===== config.mk =====
export PLATFORM = sky130hd
export DESIGN_NAME = riscv_core_hazard_ctrl_flat
export DESIGN_NICKNAME = d
export VERILOG_FILES = /design/src/rtl/riscv_core_hazard_pkg.sv /design/src/rtl/riscv_core_hazard_ctrl_if.sv /design/src/rtl/riscv_core_hazard_cnt.sv /design/src/rtl/riscv_core_hazard_ctrl.sv /design/src/flat_wrapper.sv
export SDC_FILE = /design/constraint.sdc
export NUM_CORES = 1
export LEC_CHECK = 0
export BUFFER_PORTS_ARGS = -buffer_cell sky130_fd_sc_hd__buf_2
export CAP_MARGIN = 20
export CORE_MARGIN = 2
export CORE_UTILIZATION = 34
export DETAILED_ROUTE_END_ITERATION = 6
export PLACE_DENSITY_LB_ADDON = 0.08
export SYNTH_ARGS = -nofsm -noshare
export SYNTH_HDL_FRONTEND = slang
export SYNTH_SLANG_ARGS = --single-unit
export TNS_END_PERCENT = 50

===== constraint.sdc =====
create_clock -name CLK -period 1.4 [get_ports CLK]
set_input_delay 0.07 -clock CLK [delete_from_list [all_inputs] [get_ports CLK]]
set_output_delay 0.07 -clock CLK [all_outputs]
set_load 0.02 [all_outputs]

===== src/rtl/riscv_core_hazard_pkg.sv =====
// Hazard controller shared types and constants.
// State encoding, register width, parameter bounds.
package riscv_core_hazard_pkg;

  typedef enum logic [1:0] {
    ST_FLUSH,
    ST_RUN,
    ST_MC_BUSY,
    ST_MEM_WAIT
  } state_e;

  localparam int REG_W     = 5;
  localparam int MC_LAT_LO = 2;
  localparam int MC_LAT_HI = 32;
  localparam int FLUSH_LO  = 1;
  localparam int FLUSH_HI  = 8;

  // Counter width able to hold n-1, never narrower than 1 bit.
  function automatic int cnt_w(input int n);
    return (n <= 2) ? 1 : $clog2(n);
  endfunction

endpackage


===== src/rtl/riscv_core_hazard_ctrl_if.sv =====
// Hazard controller bundle: pipeline status in,
// per-stage stall/clear requests out.
interface riscv_core_hazard_ctrl_if;
  import riscv_core_hazard_pkg::*;

  logic [REG_W-1:0] ID_RS1;
  logic [REG_W-1:0] ID_RS2;
  logic             ID_USES_RS1;
  logic             ID_USES_RS2;
  logic [REG_W-1:0] EX_RD;
  logic             EX_IS_LOAD;
  logic             EX_REDIRECT;
  logic             EX_MC_START;
  logic             ME_REQ;
  logic             ME_READY;

  logic IF_STALL_D;
  logic ID_STALL_D;
  logic EX_STALL_D;
  logic ME_STALL_D;
  logic WB_STALL_D;
  logic ID_CLEAR_D;
  logic EX_CLEAR_D;
  logic ME_CLEAR_D;
  logic WB_CLEAR_D;
  logic BUSY;

  modport master (
    output ID_RS1, ID_RS2, ID_USES_RS1, ID_USES_RS2,
    output EX_RD, EX_IS_LOAD, EX_REDIRECT, EX_MC_START,
    output ME_REQ, ME_READY,
    input  IF_STALL_D, ID_STALL_D, EX_STALL_D,
    input  ME_STALL_D, WB_STALL_D,
    input  ID_CLEAR_D, EX_CLEAR_D, ME_CLEAR_D, WB_CLEAR_D,
    input  BUSY
  );

  modport slave (
    input  ID_RS1, ID_RS2, ID_USES_RS1, ID_USES_RS2,
    input  EX_RD, EX_IS_LOAD, EX_REDIRECT, EX_MC_START,
    input  ME_REQ, ME_READY,
    output IF_STALL_D, ID_STALL_D, EX_STALL_D,
    output ME_STALL_D, WB_STALL_D,
    output ID_CLEAR_D, EX_CLEAR_D, ME_CLEAR_D, WB_CLEAR_D,
    output BUSY
  );

endinterface


===== src/rtl/riscv_core_hazard_cnt.sv =====
// Loadable down-counter, saturating at zero.
// Reset value is a parameter so it can seed a sequence.
module riscv_core_hazard_cnt #(
  parameter int         W       = 1,
  parameter logic [W-1:0] RST_VAL = '0
) (
  input  logic         CLK,
  input  logic         RST_N,
  input  logic         LOAD,
  input  logic [W-1:0] LOAD_VAL,
  input  logic         DEC,
  output logic [W-1:0] CNT,
  output logic         ZERO
);

  logic [W-1:0] cnt_q;
  logic [W-1:0] cnt_d;

  // Load wins over decrement; decrement stops at zero.
  always_comb begin
    cnt_d = cnt_q;
    if (LOAD) begin
      cnt_d = LOAD_VAL;
    end else if (DEC && cnt_q != '0) begin
      cnt_d = cnt_q - 1'b1;
    end
  end

  // Count register.
  always_ff @(posedge CLK or negedge RST_N) begin
    if (!RST_N) cnt_q <= RST_VAL;
    else        cnt_q <= cnt_d;
  end

  assign CNT  = cnt_q;
  assign ZERO = (cnt_q == '0);

endmodule


===== src/rtl/riscv_core_hazard_ctrl.sv =====
// Pipeline hazard controller: load-use, redirect,
// multicycle EX, memory wait and post-reset flush.
module riscv_core_hazard_ctrl
  import riscv_core_hazard_pkg::*;
#(
  parameter int MC_LATENCY   = 4,
  parameter int FLUSH_CYCLES = 2
) (
  input logic CLK,
  input logic RST_N,
  riscv_core_hazard_ctrl_if.slave hz
);

  localparam int MW = cnt_w(MC_LATENCY);
  localparam int FW = cnt_w(FLUSH_CYCLES);
  localparam logic [MW-1:0] MC_LOAD = MW'(MC_LATENCY - 1);
  localparam logic [FW-1:0] FL_INIT = FW'(FLUSH_CYCLES - 1);

  if (MC_LATENCY < MC_LAT_LO || MC_LATENCY > MC_LAT_HI)
  begin : g_bad_mc
    $error("MC_LATENCY out of range");
  end
  if (FLUSH_CYCLES < FLUSH_LO || FLUSH_CYCLES > FLUSH_HI)
  begin : g_bad_fl
    $error("FLUSH_CYCLES out of range");
  end

  state_e state_q;
  state_e state_d;

  logic          flushing;
  logic          mem_wait;
  logic          mc_start;
  logic          mc_busy;
  logic          mc_more;
  logic          load_use;
  logic          flush_zero;
  logic          mc_zero;
  logic [MW-1:0] mc_cnt;

  riscv_core_hazard_cnt #(
    .W       (FW),
    .RST_VAL (FL_INIT)
  ) u_flush_cnt (
    .CLK      (CLK),
    .RST_N    (RST_N),
    .LOAD     (1'b0),
    .LOAD_VAL ('0),
    .DEC      (flushing),
    .CNT      (),
    .ZERO     (flush_zero)
  );

  riscv_core_hazard_cnt #(
    .W       (MW),
    .RST_VAL ('0)
  ) u_mc_cnt (
    .CLK      (CLK),
    .RST_N    (RST_N),
    .LOAD     (mc_start),
    .LOAD_VAL (MC_LOAD),
    .DEC      (1'b1),
    .CNT      (mc_cnt),
    .ZERO     (mc_zero)
  );

  // Hazard conditions seen this cycle.
  always_comb begin
    flushing = (state_q == ST_FLUSH);
    mem_wait = hz.ME_REQ & ~hz.ME_READY;
    mc_start = hz.EX_MC_START & ~flushing;
    mc_busy  = ~mc_zero | mc_start;
    mc_more  = mc_start | (mc_cnt > MW'(1));
    load_use = hz.EX_IS_LOAD & (hz.EX_RD != '0) &
               ((hz.ID_USES_RS1 & (hz.ID_RS1 == hz.EX_RD)) |
                (hz.ID_USES_RS2 & (hz.ID_RS2 == hz.EX_RD)));
  end

  // Next state: memory wait dominates, MC unit runs alongside.
  always_comb begin
    state_d = state_q;
    unique case (state_q)
      ST_FLUSH:
        state_d = flush_zero ? ST_RUN : ST_FLUSH;
      ST_RUN, ST_MC_BUSY, ST_MEM_WAIT:
        if (mem_wait)     state_d = ST_MEM_WAIT;
        else if (mc_more) state_d = ST_MC_BUSY;
        else              state_d = ST_RUN;
      default:
        state_d = ST_FLUSH;
    endcase
  end

  // State register.
  always_ff @(posedge CLK or negedge RST_N) begin
    if (!RST_N) state_q <= ST_FLUSH;
    else        state_q <= state_d;
  end

  // Prioritised stall/clear requests; higher masks lower.
  always_comb begin
    hz.IF_STALL_D = 1'b0;
    hz.ID_STALL_D = 1'b0;
    hz.EX_STALL_D = 1'b0;
    hz.ME_STALL_D = 1'b0;
    hz.WB_STALL_D = 1'b0;
    hz.ID_CLEAR_D = 1'b0;
    hz.EX_CLEAR_D = 1'b0;
    hz.ME_CLEAR_D = 1'b0;
    hz.WB_CLEAR_D = 1'b0;
    hz.BUSY       = (state_q != ST_RUN);
    if (flushing) begin
      hz.ID_CLEAR_D = 1'b1;
      hz.EX_CLEAR_D = 1'b1;
      hz.ME_CLEAR_D = 1'b1;
      hz.WB_CLEAR_D = 1'b1;
    end else if (mem_wait) begin
      hz.IF_STALL_D = 1'b1;
      hz.ID_STALL_D = 1'b1;
      hz.EX_STALL_D = 1'b1;
      hz.ME_STALL_D = 1'b1;
      hz.WB_CLEAR_D = 1'b1;
    end else if (mc_busy) begin
      hz.IF_STALL_D = 1'b1;
      hz.ID_STALL_D = 1'b1;
      hz.EX_STALL_D = 1'b1;
      hz.ME_CLEAR_D = 1'b1;
    end else if (hz.EX_REDIRECT) begin
      hz.ID_CLEAR_D = 1'b1;
      hz.EX_CLEAR_D = 1'b1;
    end else if (load_use) begin
      hz.IF_STALL_D = 1'b1;
      hz.ID_STALL_D = 1'b1;
      hz.EX_CLEAR_D = 1'b1;
    end
  end

endmodule

===== src/flat_wrapper.sv =====
// flat-port wrapper written by rule: the top's interface ports become plain ports
module riscv_core_hazard_ctrl_flat import riscv_core_hazard_pkg::*;
#(
  parameter int MC_LATENCY   = 4,
  parameter int FLUSH_CYCLES = 2
)
  (CLK, RST_N, hz_ID_RS1, hz_ID_RS2, hz_ID_USES_RS1, hz_ID_USES_RS2, hz_EX_RD, hz_EX_IS_LOAD, hz_EX_REDIRECT, hz_EX_MC_START, hz_ME_REQ, hz_ME_READY, hz_IF_STALL_D, hz_ID_STALL_D, hz_EX_STALL_D, hz_ME_STALL_D, hz_WB_STALL_D, hz_ID_CLEAR_D, hz_EX_CLEAR_D, hz_ME_CLEAR_D, hz_WB_CLEAR_D, hz_BUSY);
  riscv_core_hazard_ctrl_if hz_i ();
  input logic CLK;
  input logic RST_N;
  input wire logic [$bits(hz_i.ID_RS1)-1:0] hz_ID_RS1;
  input wire logic [$bits(hz_i.ID_RS2)-1:0] hz_ID_RS2;
  input wire logic [$bits(hz_i.ID_USES_RS1)-1:0] hz_ID_USES_RS1;
  input wire logic [$bits(hz_i.ID_USES_RS2)-1:0] hz_ID_USES_RS2;
  input wire logic [$bits(hz_i.EX_RD)-1:0] hz_EX_RD;
  input wire logic [$bits(hz_i.EX_IS_LOAD)-1:0] hz_EX_IS_LOAD;
  input wire logic [$bits(hz_i.EX_REDIRECT)-1:0] hz_EX_REDIRECT;
  input wire logic [$bits(hz_i.EX_MC_START)-1:0] hz_EX_MC_START;
  input wire logic [$bits(hz_i.ME_REQ)-1:0] hz_ME_REQ;
  input wire logic [$bits(hz_i.ME_READY)-1:0] hz_ME_READY;
  output wire logic [$bits(hz_i.IF_STALL_D)-1:0] hz_IF_STALL_D;
  output wire logic [$bits(hz_i.ID_STALL_D)-1:0] hz_ID_STALL_D;
  output wire logic [$bits(hz_i.EX_STALL_D)-1:0] hz_EX_STALL_D;
  output wire logic [$bits(hz_i.ME_STALL_D)-1:0] hz_ME_STALL_D;
  output wire logic [$bits(hz_i.WB_STALL_D)-1:0] hz_WB_STALL_D;
  output wire logic [$bits(hz_i.ID_CLEAR_D)-1:0] hz_ID_CLEAR_D;
  output wire logic [$bits(hz_i.EX_CLEAR_D)-1:0] hz_EX_CLEAR_D;
  output wire logic [$bits(hz_i.ME_CLEAR_D)-1:0] hz_ME_CLEAR_D;
  output wire logic [$bits(hz_i.WB_CLEAR_D)-1:0] hz_WB_CLEAR_D;
  output wire logic [$bits(hz_i.BUSY)-1:0] hz_BUSY;
  assign hz_i.ID_RS1 = hz_ID_RS1;
  assign hz_i.ID_RS2 = hz_ID_RS2;
  assign hz_i.ID_USES_RS1 = hz_ID_USES_RS1;
  assign hz_i.ID_USES_RS2 = hz_ID_USES_RS2;
  assign hz_i.EX_RD = hz_EX_RD;
  assign hz_i.EX_IS_LOAD = hz_EX_IS_LOAD;
  assign hz_i.EX_REDIRECT = hz_EX_REDIRECT;
  assign hz_i.EX_MC_START = hz_EX_MC_START;
  assign hz_i.ME_REQ = hz_ME_REQ;
  assign hz_i.ME_READY = hz_ME_READY;
  assign hz_IF_STALL_D = hz_i.IF_STALL_D;
  assign hz_ID_STALL_D = hz_i.ID_STALL_D;
  assign hz_EX_STALL_D = hz_i.EX_STALL_D;
  assign hz_ME_STALL_D = hz_i.ME_STALL_D;
  assign hz_WB_STALL_D = hz_i.WB_STALL_D;
  assign hz_ID_CLEAR_D = hz_i.ID_CLEAR_D;
  assign hz_EX_CLEAR_D = hz_i.EX_CLEAR_D;
  assign hz_ME_CLEAR_D = hz_i.ME_CLEAR_D;
  assign hz_WB_CLEAR_D = hz_i.WB_CLEAR_D;
  assign hz_BUSY = hz_i.BUSY;
  riscv_core_hazard_ctrl #(.MC_LATENCY(MC_LATENCY), .FLUSH_CYCLES(FLUSH_CYCLES)) u_core (.CLK(CLK), .RST_N(RST_N), .hz(hz_i));
endmodule

; ---- After elaboration in Yosys (flattened, before gate mapping)
; Index checks and enable logic that the tools add are counted.
[word_totals]
ff_bits = 5
inputBits = 24
output_inout_bits = 10
elab_cells = 58
[op_classes]
addsub = 2
magnitude_cmp = 1
n_eq_ne = 6
n_mux = 27
bitwise = 12
reduce_logical = 7
[ops]
columns = cell, n
row1 = 1-bit two-way mux, 22
row2 = 5-bit equality test, 2
row3 = 2-bit two-way mux, 4
row4 = 1-bit bitwise AND, 6
row5 = 5-bit nonzero test, 1
row6 = "2-bit equality test, second input constant", 2
row7 = 2-bit zero test, 2
row8 = 2-bit case mux with 2 select lines, 1
row9 = 2-bit nonzero test, 2
row10 = 1-bit NOT, 3
row11 = 1-bit OR, 3
row12 = 3-bit OR reduction, 1
row13 = "2-bit by 1-bit equality test with 1-bit output, second input constant", 1
row14 = "2-bit by 1-bit greater-than comparator with 1-bit output, second input constant", 1
row15 = "2-bit by 1-bit inequality test with 1-bit output, second input constant", 1
row16 = "2-bit by 1-bit subtractor with 2-bit output, second input constant", 1
row17 = 1-bit logical AND, 1
row18 = "1-bit subtractor, second input constant", 1

; ---- Logic depth before layout (Yosys ltp)
[depth]
depth_word = 9
mapped_depth = 6
ltp_nobuf = 6

; ---- By module
; A second synthesis with hierarchy kept.
[unflattened]
cells_unflattened = 58
hier_area_um2 = 500.5
[by_module_without_submodules]
columns = mod, instances, cells_each, area_each_um2, seq_area_each_um2
row1 = riscv_core_hazard_ctrl, 1, 41, 321.6, 50.0
row2 = riscv_core_hazard_cnt (u_core.u_mc_cnt), 1, 13, 132.6, 50.0
row3 = riscv_core_hazard_cnt (u_core.u_flush_cnt), 1, 4, 46.3, 26.3

; ---- Worst setup path before layout
; OpenSTA, ideal clock, no wires.
[synth_timing]
kind = flip-flop to output port
from = register u_core.u_mc_cnt.cnt_q[0] (netlist: u_core.u_mc_cnt.CNT[0])
to = output hz_IF_STALL_D
t_arrival_ns = 1.873
t_required_ns = 1.330
setup_slack_ns = -0.543
stages_incl_launch_ff = 7
path_buffers = 1
cell_sequence = dfrtp_1 > inv_1 > ha_1 > and2b_2 > a21oi_1 > o21bai_1 > buf_4
[synth_between]
elab_chain_cells = 6
[synth_lines]
columns = element, line_no
row1 = from (decl), riscv_core_hazard_cnt.sv:16  ; logic [W-1:0] cnt_q;
row2 = from (signal assigned), riscv_core_hazard_cnt.sv:32  ; else cnt_q <= cnt_d;
row3 = 2-bit zero test, riscv_core_hazard_cnt.sv:36  ; assign ZERO = (cnt_q == '0);
row4 = 1-bit NOT, riscv_core_hazard_ctrl.sv:72  ; mc_busy = ~mc_zero | mc_start;
row5 = 1-bit OR, riscv_core_hazard_ctrl.sv:72
row6 = 1-bit two-way mux (3 in series), --
row7 = to (decl), flat_wrapper.sv:21  ; output wire logic [$bits(hz_i.IF_STALL_D)-1:0] hz_IF_STALL_D;
; Every way passes these cells.

; ---- Worst setup path after layout
[layout_timing]
from = register u_core.u_mc_cnt.cnt_q[1] (netlist: u_core.u_mc_cnt.CNT[1])
to = output hz_EX_CLEAR_D
[layout_between]
elab_chain_cells = 6
[layout_lines]
columns = element, line_no
row1 = 2-bit zero test, riscv_core_hazard_cnt.sv:36
row2 = 1-bit NOT, riscv_core_hazard_ctrl.sv:72
row3 = 1-bit OR, riscv_core_hazard_ctrl.sv:72
row4 = 1-bit two-way mux, riscv_core_hazard_ctrl.sv:123  ; end else if (mc_busy) begin
row5 = 1-bit two-way mux, riscv_core_hazard_ctrl.sv:117  ; end else if (mem_wait) begin
row6 = 1-bit two-way mux, riscv_core_hazard_ctrl.sv:112  ; if (flushing) begin
row7 = to (decl), flat_wrapper.sv:27  ; output wire logic [$bits(hz_i.EX_CLEAR_D)-1:0] hz_EX_CLEAR_D;
; Every way passes these cells.

==> qor.txt <==
Hold WC Path Type: input pin to flop
Lkg Pwr: 0.3902 nW
Clk Latency, worst-skew pair: 0.24 ns
Crit Path Max Fanout: 5
Critical Path RT: 1.33 ns
Tmin final: 1.648 ns
Stages on the worst setup path: 7
Cell area after synthesis: 461.7 sq um
Drt first pass iters: 4
RSZ-0062 raised after global routing: yes
Max-cap violations: 0
Worst VDD drop: 722.1 uV
Initial DRC Count: 6
Worst-path clk slew: 0.05 ns
Final hold viol count: 0
Die area: 1669 sq um
Root Buffer: clkbuf_4
Layout cell share with drive strength beyond 1: 56.25%
Syn Inst Count: 53
RR Endpoint: u_core.state_q[0]
Inst Count DP: 101
Vias in the first global route: 467
Slowest CP cell: dfrtp_1
Kind of cell adding the most delay to the critical path: flip-flops
Distinct cells, synth: 28
Seq/Total Area, Yosys: 27.37%
Critical path cell sequence: inv_2, ha_4, and2b_2, a21oi_4, or2_1, o22ai_2, buf_6
Detailed-route wire length per cell: 11.16 um
Buf/Inv on CP: 2
Detailed placement HPWL: 921.7 um
Failing checks: negative setup slack
Global placer's final weighted congestion: 0.6869
Initial antenna violation count: 0
Antenna Cells: 0
Max-slew violation count: 0
First-pass GRT wire length: 1904 um
Status: finished, violations left
#FFs+latches synth: 5
WHS Path Cells: 3
Clock Skew: 0.01050 ns
Residual DRC count: 0
TritonCTS clock tree: done
Highest Clock Rate: 606.9 MHz
I/O pin cnt: 34
Die Y: 40.85 um
Hold worst-path end: u_core.state_q[1]
Starting Density: 35.93%
All-Layer GR Usage: 17.81%
Hold path start: hz_EX_MC_START
Overall Power: 1.136 mW
Setup CP Type: flop to primary output
# port buffers: 32
Layout Cells excl Fill: 111
CP Launch Type: flop
Die Width: 40.85 um
Antenna viol nets, final: 0
R2R cell count: 8
CTS sink cnt: 5
Power per cell area: 1430 nW/um^2
Reg-to-Reg Start: u_core.u_mc_cnt.CNT[1]
Vias per cell: 4.694
Area Growth Syn to Fin: 72.09%
Largest net degree at the start of global routing: 8
Critical Path Sink Type: primary output
Synth Warn #: 0
CTS buffer count: 3
Crit path largest cell delay: 0.39 ns
NumNets Final: 123
Cell Rows: 13
Mapped Nets: 79
DR vias: 521
R2r setup slk: 0.02 ns
Final Cycle Share: 117.7%
Final worst slack: -0.2476 ns
Final wirelength: 1239 um
Total core area: 1285 sq um
Avg Inst Size Synth: 8.711 sq um
Worst path arrival time: 1.58 ns
Final setup violating endpoints: 6
Total grt overflow: 0
CTS Buffer Depth: 2
H-tree level count: 1
==> sequential cells by signal, summed over array words and instances (netlist names) <==
signal,cells
u_core.u_flush_cnt.CNT,1
u_core.state_q,2
u_core.u_mc_cnt.CNT,2
==> synthesized netlist by cell type <==
cell type,n,area [sq um]
or4_1,1,7.510
nand2_1,2,7.510
nor2_1,3,11.26
mux2_2,1,11.26
a21oi_1,3,15.01
and2_0,1,6.260
a2bb2oi_1,1,8.760
or3_1,1,6.260
nand2b_1,1,6.260
ha_1,2,25.02
inv_1,3,11.26
o21ai_1,1,5.000
dfstp_2,1,26.28
a32oi_1,1,8.760
xnor2_1,2,17.52
nor2_4,1,11.26
and2b_2,1,8.760
nor2b_1,2,12.51
dfrtp_1,4,100.1
or2_1,1,6.260
nor4_1,2,12.51
or2b_2,1,8.760
o21bai_1,1,7.510
xor2_1,9,78.83
conb_1,1,3.750
buf_4,2,15.01
o21ai_0,2,10.01
o22ai_1,2,12.51
==> kinds of logic (layout without fill, tap and decap cells) <==
logic type | count (synthesis) | count (layout) | share of synthesized area (%)
flip-flops | 5 | 5 | 27.37
AO/OA/AOI/OAI | 11 | 11 | 14.63
other | 1 | 1 | 0.8122
buffers and inverters | 5 | 48 | 5.690
multiplexers | 1 | 1 | 2.439
XOR/XNOR | 11 | 11 | 20.87
adder cells (fa/ha/maj) | 2 | 2 | 5.419
AND/OR/NAND/NOR | 17 | 17 | 22.77
==> through the flow <==
stage,area [sq um],setup TNS (ns),hold WS [ns],util [%],setup WS (ns)
2_1_floorplan,496.7,-0.08917,-0.2256,-,-0.08194
3_3_place_gp,679.4,0,-0.1128,52.87,0.01015
3_5_place_dp,679.4,-0.006053,-0.1120,52.87,-0.006053
4_1_cts,767.0,-0.5742,0.1214,59.69,-0.1958
5_1_grt,794.5,-1.290,0.1264,61.83,-0.3424
6_report,794.5,-0.7477,0.1324,61.83,-0.2476
==> routing by layer <==
| layer | track usage (%) | up-vias | wire length [um] |
|---|---|---|---|
| met5 | 0 | - | 0 |
| met4 | 0 | 0 | 0 |
| met3 | 8.152 | 0 | 71 |
| met2 | 35.55 | 19 | 685 |
| met1 | 17.16 | 237 | 481 |
| li1 | - | 265 | - |
==> worst reg2reg max path, delay by kind of cell (launching register included) <==
kind	cells	cell delay (ns)
buffers and inverters	5	0.43
flip-flops	1	0.39
AO/OA/AOI/OAI	2	0.37
adder cells (fa/ha/maj)	1	0.13
==> power breakdown <==
| part | internal [mW] | switching, mW | leakage (nW) |
|---|---|---|---|
| registers | 0.194 | 0.0613 | 0.0534 |
| clock network | 0.108 | 0.0596 | 0.0150 |
| logic | 0.370 | 0.344 | 0.322 |
| total | 0.672 | 0.465 | 0.390 |
==> layout make-up <==
class | count | area [sq um]
Fill cell | 125 | 490.5
Sequential cell | 5 | 126.4
Tap cell | 15 | 18.77
Timing Repair Buffer | 41 | 255.2
Multi-Input combinational cell | 43 | 356.6
Clock buffer | 4 | 26.28
Inverter | 3 | 11.26
==> layout by cell type (no fill, tap or decap), types with 2 or more instances in the layout <==
cell and n:
buf_6 4, o22ai_2 2, nor2_1 3, xnor2_1 2, buf_4 8, nor2b_1 2
nand2_1 2, inv_1 2, clkbuf_4 3, nor4_1 2, xor2_1 9, dfrtp_1 4
buf_2 28, o21ai_0 2, a21oi_1 2
==> worst max path at each step <==
stage                                       from             to
after floorplan           u_core.u_mc_cnt.CNT[0]  hz_IF_STALL_D
after global placement    u_core.u_mc_cnt.CNT[1]  hz_EX_CLEAR_D
after detailed placement  u_core.u_mc_cnt.CNT[1]  hz_EX_CLEAR_D
after global routing      u_core.u_mc_cnt.CNT[1]  hz_EX_CLEAR_D
after CTS                 u_core.u_mc_cnt.CNT[1]  hz_EX_CLEAR_D
final                     u_core.u_mc_cnt.CNT[1]  hz_EX_CLEAR_D
==> timing repair <==
item / in CTS / in global routing
endpoints found under the hold margin: 5 / 0
pin swaps: 2 / 1
buffers inserted: 3 / 2
resized for setup: 8 / 3
hold buffers: 1 / 0
endpoints found under the setup margin: 5 / 6
Power figures use the tool's default switching activity.
